`src/rtl/zeroriscy_vector_store_unit.sv`:
```
// Vector store unit: snapshots one vector register and writes its lanes to data
// memory as sequential single-word stores over the req/gnt/rvalid protocol.
module zeroriscy_vector_store_unit #(
  parameter int NUM_LANES  = 4,
  parameter int DATA_WIDTH = 32,
  parameter int ADDR_WIDTH = 32,
  parameter int VREG_AW    = 4
) (
  input  logic                            clk,
  input  logic                            rst,
  input  logic                            start_i,
  output logic                            ready_o,
  input  logic [VREG_AW-1:0]              vreg_addr_i,
  input  logic [ADDR_WIDTH-1:0]           base_addr_i,
  input  logic [ADDR_WIDTH-1:0]           stride_i,
  output logic [VREG_AW-1:0]              vrf_raddr_o,
  input  logic [NUM_LANES*DATA_WIDTH-1:0] vrf_rdata_i,
  output logic                            data_req_o,
  input  logic                            data_gnt_i,
  input  logic                            data_rvalid_i,
  input  logic                            data_err_i,
  output logic [ADDR_WIDTH-1:0]           data_addr_o,
  output logic                            data_we_o,
  output logic [3:0]                      data_be_o,
  output logic [DATA_WIDTH-1:0]           data_wdata_o,
  output logic                            done_o,
  output logic                            err_o
);

  localparam int LANE_W = (NUM_LANES > 1) ? $clog2(NUM_LANES) : 1;

  localparam logic [2:0] S_IDLE = 3'd0;
  localparam logic [2:0] S_SNAP = 3'd1;
  localparam logic [2:0] S_REQ  = 3'd2;
  localparam logic [2:0] S_WAIT = 3'd3;
  localparam logic [2:0] S_DONE = 3'd4;

  logic [2:0]            r_state;
  logic [VREG_AW-1:0]    r_vreg;
  logic [ADDR_WIDTH-1:0] r_base;
  logic [ADDR_WIDTH-1:0] r_stride;
  logic [ADDR_WIDTH-1:0] r_addr;
  logic [LANE_W-1:0]     r_lane;
  logic                  r_err;
  logic [DATA_WIDTH-1:0] r_buf [NUM_LANES];

  logic w_in_req;
  logic w_misaligned;
  logic w_last_lane;

  assign w_in_req     = (r_state == S_REQ);
  assign w_misaligned = (base_addr_i[1:0] != 2'b00) || (stride_i[1:0] != 2'b00);
  assign w_last_lane  = (r_lane == LANE_W'(NUM_LANES - 1));

  always_ff @(posedge clk) begin
    if (rst) begin
      r_state  <= S_IDLE;
      r_vreg   <= '0;
      r_base   <= '0;
      r_stride <= '0;
      r_addr   <= '0;
      r_lane   <= '0;
      r_err    <= 1'b0;
      for (int unsigned i = 0; i < NUM_LANES; i++) r_buf[i] <= '0;
    end else begin
      case (r_state)
        S_IDLE: begin
          if (start_i) begin
            r_vreg   <= vreg_addr_i;
            r_base   <= base_addr_i;
            r_stride <= stride_i;
            r_err    <= w_misaligned;
            r_state  <= w_misaligned ? S_DONE : S_SNAP;
          end
        end
        S_SNAP: begin
          // Private copy decouples the store from later register-file writes.
          for (int unsigned i = 0; i < NUM_LANES; i++)
            r_buf[i] <= vrf_rdata_i[i*DATA_WIDTH +: DATA_WIDTH];
          r_lane  <= '0;
          r_addr  <= r_base;
          r_state <= S_REQ;
        end
        S_REQ: begin
          if (data_gnt_i) r_state <= S_WAIT;
        end
        S_WAIT: begin
          if (data_rvalid_i) begin
            if (data_err_i) begin
              r_err   <= 1'b1;
              r_state <= S_DONE;
            end else if (w_last_lane) begin
              r_state <= S_DONE;
            end else begin
              r_lane  <= r_lane + LANE_W'(1);
              r_addr  <= r_addr + r_stride;
              r_state <= S_REQ;
            end
          end
        end
        S_DONE:  r_state <= S_IDLE;
        default: r_state <= S_IDLE;
      endcase
    end
  end

  assign ready_o      = (r_state == S_IDLE);
  assign vrf_raddr_o  = (r_state == S_SNAP) ? r_vreg : '0;
  assign data_req_o   = w_in_req;
  assign data_we_o    = w_in_req;
  assign data_be_o    = w_in_req ? 4'hF : 4'h0;
  assign data_addr_o  = w_in_req ? r_addr : '0;
  assign data_wdata_o = w_in_req ? r_buf[r_lane] : '0;
  assign done_o       = (r_state == S_DONE);
  assign err_o        = (r_state == S_DONE) && r_err;

endmodule

```
`config.mk`:
```
export PLATFORM = sky130hd
export DESIGN_NAME = zeroriscy_vector_store_unit
export DESIGN_NICKNAME = d
export VERILOG_FILES = /design/src/rtl/zeroriscy_vector_store_unit.sv
export SDC_FILE = /design/constraint.sdc
export NUM_CORES = 1
export LEC_CHECK = 0
export ABC_AREA = 1
export ABC_CLOCK_PERIOD_IN_PS = 6300
export CAP_MARGIN = 10
export CORE_ASPECT_RATIO = 1.25
export CORE_MARGIN = 5
export CORE_UTILIZATION = 35
export DETAILED_ROUTE_END_ITERATION = 10
export GPL_ROUTABILITY_DRIVEN = 0
export PLACE_DENSITY_LB_ADDON = 0.25
export SLEW_MARGIN = 20
export SYNTH_ARGS = -nofsm -noshare
export SYNTH_HDL_FRONTEND = slang
export SYNTH_SLANG_ARGS = --single-unit
```
`constraint.sdc`:
```
create_clock -name clk -period 6.3 [get_ports clk]
set_input_delay 1.26 -clock clk [delete_from_list [all_inputs] [get_ports clk]]
set_output_delay 1.26 -clock clk [all_outputs]
set_load 0.05 [all_outputs]
```
* Word level (Yosys, flattened, before mapping)
Memories as Yosys holds them, arrays and structs flattened. A register that Yosys moved wholly into a read port is not among the register bits.
Index checks and enable logic that the tools add are counted.
** Word-level totals
- Bits in registers :: 106
- Bits in writable memories :: 128
- Output and inout bits :: 77
- Logic and storage cells :: 70
- Memories kept :: 1
** Memories
- r_buf :: depth 4, width 32, rd ports 1, clocked after Yosys merged registers in 1, wr ports 4, line 45 : logic [DATA_WIDTH-1:0] r_buf [NUM_LANES];
** Cells by class
- Add/sub/neg operators :: 2
- Equal/unequal tests :: 11
- Mux-type cells :: 34
- Bitwise logic cells :: 4
- Reduce and logical (&&, ||, !) cells :: 11
** Operators with widths (number)
- $mux 32 :: 9
- $pmux 32 s2 :: 1
- $add 32x32->32 :: 1
- $mux 3 :: 6
- $ne 2x2->1 const B :: 6
- $pmux 3 s4 :: 1
- $mux 2 :: 5
- $mux 1 :: 8
- $mux 4 :: 2
- $reduce_and 4->1 :: 2
- $reduce_bool 2->1 :: 4
- $eq 3x2->1 const B :: 2
- $or 1x1->1 :: 4
- $pmux 2 s2 :: 1
- $eq 3x1->1 const B :: 1
- $eq 3x3->1 const B :: 1
- $logic_not 3->1 :: 1
- $reduce_and 3->1 :: 1
- $add 2x1->2 const B :: 1
- $eq 2x2->1 const B :: 1
- $pmux 1 s2 :: 1
- $reduce_and 2->1 :: 1
- $logic_and 1x1->1 :: 1
- $logic_or 1x1->1 :: 1

* Logic depth before layout (Yosys ltp)
- Depth in word-level cells :: 7
- Depth in mapped cells :: 13
- Mapped depth without buffers :: 13

* Least setup slack after synthesis
Ideal clock, no wire load.
- Kind :: input -> register
- Start :: input rst
- End :: memory r_buf[0][0] (enable)
- Data arrival time :: 3.751 ns
- Data required time :: 5.186 ns
- Slack :: 1.435 ns
- Stages on the path :: 3
- Buffers on the path :: 1
- Path through :: inv_1 -> clkbuf_1 -> nand2_1
** RTL lines
- from (decl) :: line 10 : input logic rst,
- to (decl) :: line 45

==> results.sh <==
export IMPL_start_util_pct=35.2
export IMPL_synth_flop_cell="edfxtp_1"
export IMPL_drv_slew=0
export IMPL_cts_tree="built"
export IMPL_post_cts_setup_buffer_count=0
export IMPL_ant_nets=0
export IMPL_nNetsFinal=2217
export IMPL_synth_edf_count=128
export IMPL_rsz0062_at_grt="false"
export IMPL_critical_path_buf_inv_count=3
export IMPL_ys_ff_latch=236
export IMPL_syn_nets=1992
export IMPL_drtIter0Drc=531
export IMPL_finalCriticalPeriod_ns=4.71
export IMPL_layout_drive_gt1_share_pct=3.05
export IMPL_cp_end_kind="output pin"
export IMPL_final_setup_tns_ns=0
export IMPL_grtUsageTotal_pct=18.2
export IMPL_outcome="finished clean"
export IMPL_postSynthCellCount=1757
export IMPL_ys_seq_area_share_pct=47.3
export IMPL_htreeDepth=1
export IMPL_leakagePower_nw=7.18
export IMPL_grt_max_degree=75
export IMPL_path_max_fanout=65
export IMPL_synth_top_family_by_area="simple AND/OR/NAND/NOR gates"
export IMPL_yosys_area_share_simple_pct=24.1
export IMPL_critPathKind="reg -> out"
export IMPL_grt_pass1_vias=11800
export IMPL_ys_types=35
export IMPL_ctsHoldBuffers=0
export IMPL_row_count=78
export IMPL_ys_top_cells_by_area="edfxtp_1 30%, dfxtp_1 17%, nor2_1 9.8%"
export IMPL_vias=11400
export IMPL_grt_pass1_wl_um=60200
export IMPL_period_share_pct=74.7
export IMPL_finalWirelength_um=37300
export IMPL_max_vdd_ir_drop_mv=0.184
export IMPL_skew_ns=0.0143
export IMPL_cts_resized=0
export IMPL_netlist_top_cells_count="332 x nor2_1, 323 x nand2_1, 298 x inv_1, 189 x a21oi_1, 128 x edfxtp_1"
export IMPL_nFillCells=3710
export IMPL_worst_slew_pin_slew_ns=0.954
export IMPL_relSlewSlack_pct=36.3
export IMPL_synth_compound_area_share_pct=12.5
export IMPL_setup_viol_count_final=0
export IMPL_r2r_slack_ns=2.94
export IMPL_first_pass_iters=5
export IMPL_hold_viol_final=0
export IMPL_antenna_cells=0
export IMPL_die_h_um=223
export IMPL_insertion_delay_ns=0.53
export IMPL_clockBufferDepth=3
export IMPL_crit_required_ns=5.04
export IMPL_hold_class="reg -> reg"
export IMPL_cts_buffers_inserted=25
export IMPL_hpwl_um=27300
export IMPL_synth_area_leader_cell="edfxtp_1"
export IMPL_syn_area_per_cell_um2=7.23
export IMPL_slowest_stage="clkdlybuf4s50_1"
export IMPL_io_pins=279
export IMPL_synth_most_common_cell="nor2_1"
export IMPL_synthArstFlopShare_pct=0
export IMPL_power_density_nw_per_um2=332
export IMPL_antenna_found_initial=2
export IMPL_wire_per_inst_um=15.1
export IMPL_start_kind="register"
export IMPL_drv_cap=0
export IMPL_cts_sinks=236
export IMPL_drc_errors=0
export IMPL_die_area_um2=40200
export IMPL_fmax_mhz=212
export IMPL_areaGrowthSynthToFinish_pct=30.1
export IMPL_muxShareOfSynthArea_pct=0
export IMPL_yosysWarnings=0
export IMPL_clockRootBuffer="clkbuf_16"
export IMPL_synthAdderAreaFrac_pct=3.31
export IMPL_slowest_delay_ns=0.87
export IMPL_netlist_area_um2=12700
export IMPL_vias_per_cell=4.61
export IMPL_hold_ws_ns=0.454
export IMPL_die_x_um=180
export IMPL_portBuffers=278
export IMPL_coreArea_um2=36100
export IMPL_worst_ep_arrival_time_ns=3.45
export IMPL_grt_overflow=0
export IMPL_synth_top_area_share_pct=30.3
export IMPL_path_delay_family="buffers and inverters"
export IMPL_clk_pin_slew_worst_paths_ns=0.06
export IMPL_synth_xor_area_share_pct=0.690
export IMPL_path_cells="buf_4, inv_2, o21ai_0, a21oi_1, clkdlybuf4s50_1"
[layout by cell type, fill, tap and decap left out, types with 5 or more instances in the layout]
cell type,n
nor3_1,6
nand3_1,96
o21ai_0,91
clkinv_1,5
clkbuf_1,8
edfxtp_1,128
dfxtp_1,107
ha_1,32
o21ai_1,24
nor2_1,332
clkbuf_16,25
buf_4,11
nand2_1,319
xor2_1,8
inv_1,297
a21oi_1,189
clkdlybuf4s50_1,276
inv_2,8
[area by class of cell]
type                    count  area, um2  area share (%)
inverters                 305       1140            6.93
multi-input cells        1125       5180            31.3
flip-flops and latches    236       6010            36.4
clock buffers              33        656            3.97
well taps                 480        601            3.64
clock inverters            11       76.3           0.462
repair buffers            289       2860            17.3
[cells by family (layout without fill, tap and decap cells)]
family | count (synthesis) | in the layout
fa+ha+maj | 33 | 33
buf+inv | 396 | 638
simple gates | 769 | 769
compound gates | 313 | 313
xor+xnor | 10 | 10
flops | 236 | 236
[sequential cells by signal, summed over array words and instances, names as in the netlist, named ones only]
register,count
r_buf,128
r_err,1
r_lane,2
r_addr,32
r_state,3
r_vreg,4
r_base,32
r_stride,32
[worst reg2reg max path: cells and delay by family (launching register included)]
kind | cells | cell delay (ns)
compound gates | 1 | 0.19
buf+inv | 6 | 1.77
flops | 1 | 0.34
simple gates | 5 | 0.98
[stage by stage]
step / std cells / total power (W) / setup WS (ns) / util [%] / instance area (um2)
floorplan: 1757 / 0.00356 / 1.43 / - / 12700
finish: 2479 / 0.00548 / 1.59 / 45.7 / 16500
global route: 2479 / 0.00584 / 1.36 / 45.7 / 16500
global placement: 2435 / 0.00414 / 2.00 / 43.7 / 15800
detailed placement: 2435 / 0.00417 / 2.00 / 43.7 / 15800
CTS: 2479 / 0.00555 / 1.46 / 45.7 / 16500
[worst paths after layout]
check / start / endpoint / depth (start not counted)
max: register / data_wdata_o[14] / 5
min: r_vreg[1] / r_vreg[1] / 2
max reg2reg: r_state[0] / register / 12
min reg2reg: r_vreg[1] / r_vreg[1] / 2
[power by group]
group	leakage, nW	switching [W]	internal, W	total, W
combinational	4.61	0.00134	0.000619	0.00196
clock	0.348	0.000596	0.000767	0.00136
sequential	2.22	0.000144	0.00200	0.00215
[layer usage]
layer	global-route usage, %	wire, um	vias up	share of wire, %
met2	34.4	19500	270	52
met3	4.35	2270	69	6.1
li1	-	-	5972	-
met4	6.05	1210	4	3.3
met1	19.7	14300	5122	38
met5	0	24	-	0.064
Note: power is estimated with default switching activity, not from simulation.
==> variant (same settings) <==
Set the parameter `VREG_AW` to 3 (it was 4).
--- a/src/rtl/zeroriscy_vector_store_unit.sv
+++ b/src/rtl/zeroriscy_vector_store_unit.sv
@@ -5,5 +5,5 @@
   parameter int DATA_WIDTH = 32,
   parameter int ADDR_WIDTH = 32,
-  parameter int VREG_AW    = 4
+  parameter int VREG_AW    = 3
 ) (
   input  logic                            clk,
Ports: changed (resized vreg_addr_i and vrf_raddr_o); port bits go from 279 to 277. The function was not compared with the original's and may differ.
==> variant against the unedited design <==
  * Sequential cell count shrank 1
  * Register-to-register slack gained 0.35 ns
  * Sequential share of layout area shrank 0.63 points
  * Clock skew shrank 0.0078 ns
  * Area after synthesis shrank 0.18%
  * Cell count shrank 0.12%
  * Final area grew 1.4%
  * Via count grew 2.5%
  * Highest routed layer is now met4
  * Largest cell class unchanged
  * Critical path type unchanged
  * Setup slack gained 0.31 ns
  * Routed wire length grew 4.8%
  * Non-clock buffer count grew 2
Power is not compared: it rests on default switching activity, and its combinational part moved more than twofold at a synthesized area within 25%.
==> variant: results (changes against the unedited design) <==
<table>
<tr><th>Metric</th><th>Value</th></tr>
<tr><th colspan="2">Finish</th></tr>
<tr><td>Nets@finish</td><td>2210 (-0.32%)</td></tr>
<tr><th colspan="2">Synthesis</th></tr>
<tr><td>Adder-Cell Fraction of Synth Area</td><td>3.317% (+0.0059 points)</td></tr>
<tr><td>Portion of the post-synthesis area used by sequential elements</td><td>47.22% (-0.074 points)</td></tr>
<tr><td>XOR/XNOR share of the synthesized area</td><td>0.6909% (+0.0012 points)</td></tr>
<tr><td>Post-synthesis compound-gate area fraction</td><td>12.44% (-0.067 points)</td></tr>
<tr><td>Library cells used by synthesis</td><td>36 (+2.9%)</td></tr>
<tr><td>Cell types occupying the most area after synthesis</td><td>sky130_fd_sc_hd__edfxtp_1 30%, sky130_fd_sc_hd__dfxtp_1 17%, sky130_fd_sc_hd__nor2_1 9.9%</td></tr>
<tr><td>Commonest cells post-synth</td><td>335 x sky130_fd_sc_hd__nor2_1, 323 x sky130_fd_sc_hd__nand2_1, 298 x sky130_fd_sc_hd__inv_1, 180 x sky130_fd_sc_hd__a21oi_1, 128 x sky130_fd_sc_hd__edfxtp_1</td></tr>
<tr><td>Mean cell area of the mapped netlist</td><td>7.260 um2 (+0.45%)</td></tr>
<tr><th colspan="2">Place</th></tr>
<tr><td>Post-DP HPWL</td><td>28.45 mm (+4.1%)</td></tr>
<tr><td>Dpl ws</td><td>2.471 ns (+0.4720 ns)</td></tr>
<tr><td>Placed cell area</td><td>0.01579 mm2 (about the same)</td></tr>
<tr><td>I/O Buffers</td><td>276 (-0.72%)</td></tr>
<tr><th colspan="2">GRT</th></tr>
<tr><td>Number of global-route vias before repair</td><td>11900 (+0.50%)</td></tr>
<tr><td>Number of antenna violations at the first check in global routing</td><td>0 (-2)</td></tr>
<tr><td>Global-route wire length before repair</td><td>62.03 mm (+3.1%)</td></tr>
<tr><th colspan="2">Route</th></tr>
<tr><td>Drt wl/cell</td><td>15.80 um (+4.9%)</td></tr>
<tr><td>Ratio of routed vias to standard cells</td><td>4.737 (+2.7%)</td></tr>
<tr><td>Violation count after the first detailed-routing iteration</td><td>795 (+50%)</td></tr>
<tr><td>Total number of vias</td><td>11730 (+2.5%)</td></tr>
<tr><th colspan="2">Clock network</th></tr>
<tr><td>Number of clock buffers inserted by TritonCTS</td><td>27 (+8.0%)</td></tr>
<tr><th colspan="2">Critical path</th></tr>
<tr><td>Delay of the slowest cell on the worst path</td><td>0.85 ns (-0.02 ns)</td></tr>
<tr><td>Largest fanout on the critical path</td><td>40 (-38%)</td></tr>
<tr><td>CP arrival</td><td>3.13 ns (-0.32 ns)</td></tr>
<tr><th colspan="2">Run status</th></tr>
<tr><td>Run status</td><td>complete, no violations</td></tr>
<tr><th colspan="2">STA</th></tr>
<tr><td>Layout Skew</td><td>0.006454 ns (-0.007821 ns)</td></tr>
<tr><td>Slew headroom</td><td>35.95% (-0.35 points)</td></tr>
</table>
variant: changes by cell type after synthesis, moves of 3 or more:
| cell | change |
|---|---|
| sky130_fd_sc_hd__buf_2 | +6 |
| sky130_fd_sc_hd__o21ai_0 | +11 |
| sky130_fd_sc_hd__o21ai_1 | -24 |
| sky130_fd_sc_hd__buf_6 | -3 |
| sky130_fd_sc_hd__buf_1 | +5 |
| sky130_fd_sc_hd__nor2_1 | +3 |
| sky130_fd_sc_hd__buf_4 | +3 |
| sky130_fd_sc_hd__clkbuf_1 | -12 |
| sky130_fd_sc_hd__a21oi_1 | -9 |
| sky130_fd_sc_hd__a221oi_2 | +5 |
variant: power breakdown:
group	switching [mW]	internal, mW
Combinational	0.585	0.327
Clock	0.649	1.05
Sequential	0.0650	1.77
Total	1.30	3.14
variant: logic make-up (layout without fill, tap and decap cells):
| logic type | Yosys count | count (layout) |
|---|---|---|
| AOI/OAI and AO/OA | 299 | 299 |
| DFF | 235 | 235 |
| and+or+nand+nor | 775 | 775 |
| buffers and inverters | 394 | 644 |
| xor gates and xnor gates | 10 | 10 |
| adders and majority gates | 33 | 33 |
variant: cell type report:
type | instances | area, um2
tap | 480 | 600.6
clock buffer | 34 | 745.7
timing repair buffer | 291 | 2878
clock inverter | 15 | 217.7
multi-input combinational | 1117 | 5181
fill | 3549 | 19260
sequential | 235 | 5987
inverter | 304 | 1141
variant: final timing paths:
path	from	to	slack, ns	cells past startpoint
setup reg to reg	r_state[0]	register	3.29	9
setup / recovery	r_state[0]	data_wdata_o[18]	1.91	5
hold reg to reg	r_vreg[2]	r_vreg[2]	0.46	2
hold / removal	r_vreg[2]	r_vreg[2]	0.46	2
variant: worst register-to-register path, cell delays in order (launching register included):
cell,delay [ns]
sky130_fd_sc_hd__dfxtp_1,0.39
sky130_fd_sc_hd__nand2_1,0.12
sky130_fd_sc_hd__nor2_2,0.09
sky130_fd_sc_hd__buf_4,0.35
sky130_fd_sc_hd__inv_2,0.41
sky130_fd_sc_hd__or2_1,0.42
sky130_fd_sc_hd__nand2_4,0.48
sky130_fd_sc_hd__inv_2,0.29
sky130_fd_sc_hd__o21ai_0,0.17
sky130_fd_sc_hd__o211a_1,0.22
variant: per-layer routing:
metal / track usage (%) / vias up / routed length [um]
li1: - / 5949 / -
met1: 21.45 / 5333 / 15180
met2: 33.80 / 357 / 19530
met3: 4.487 / 89 / 2558
met4: 8.468 / 0 / 1863
met5: 0 / - / 0
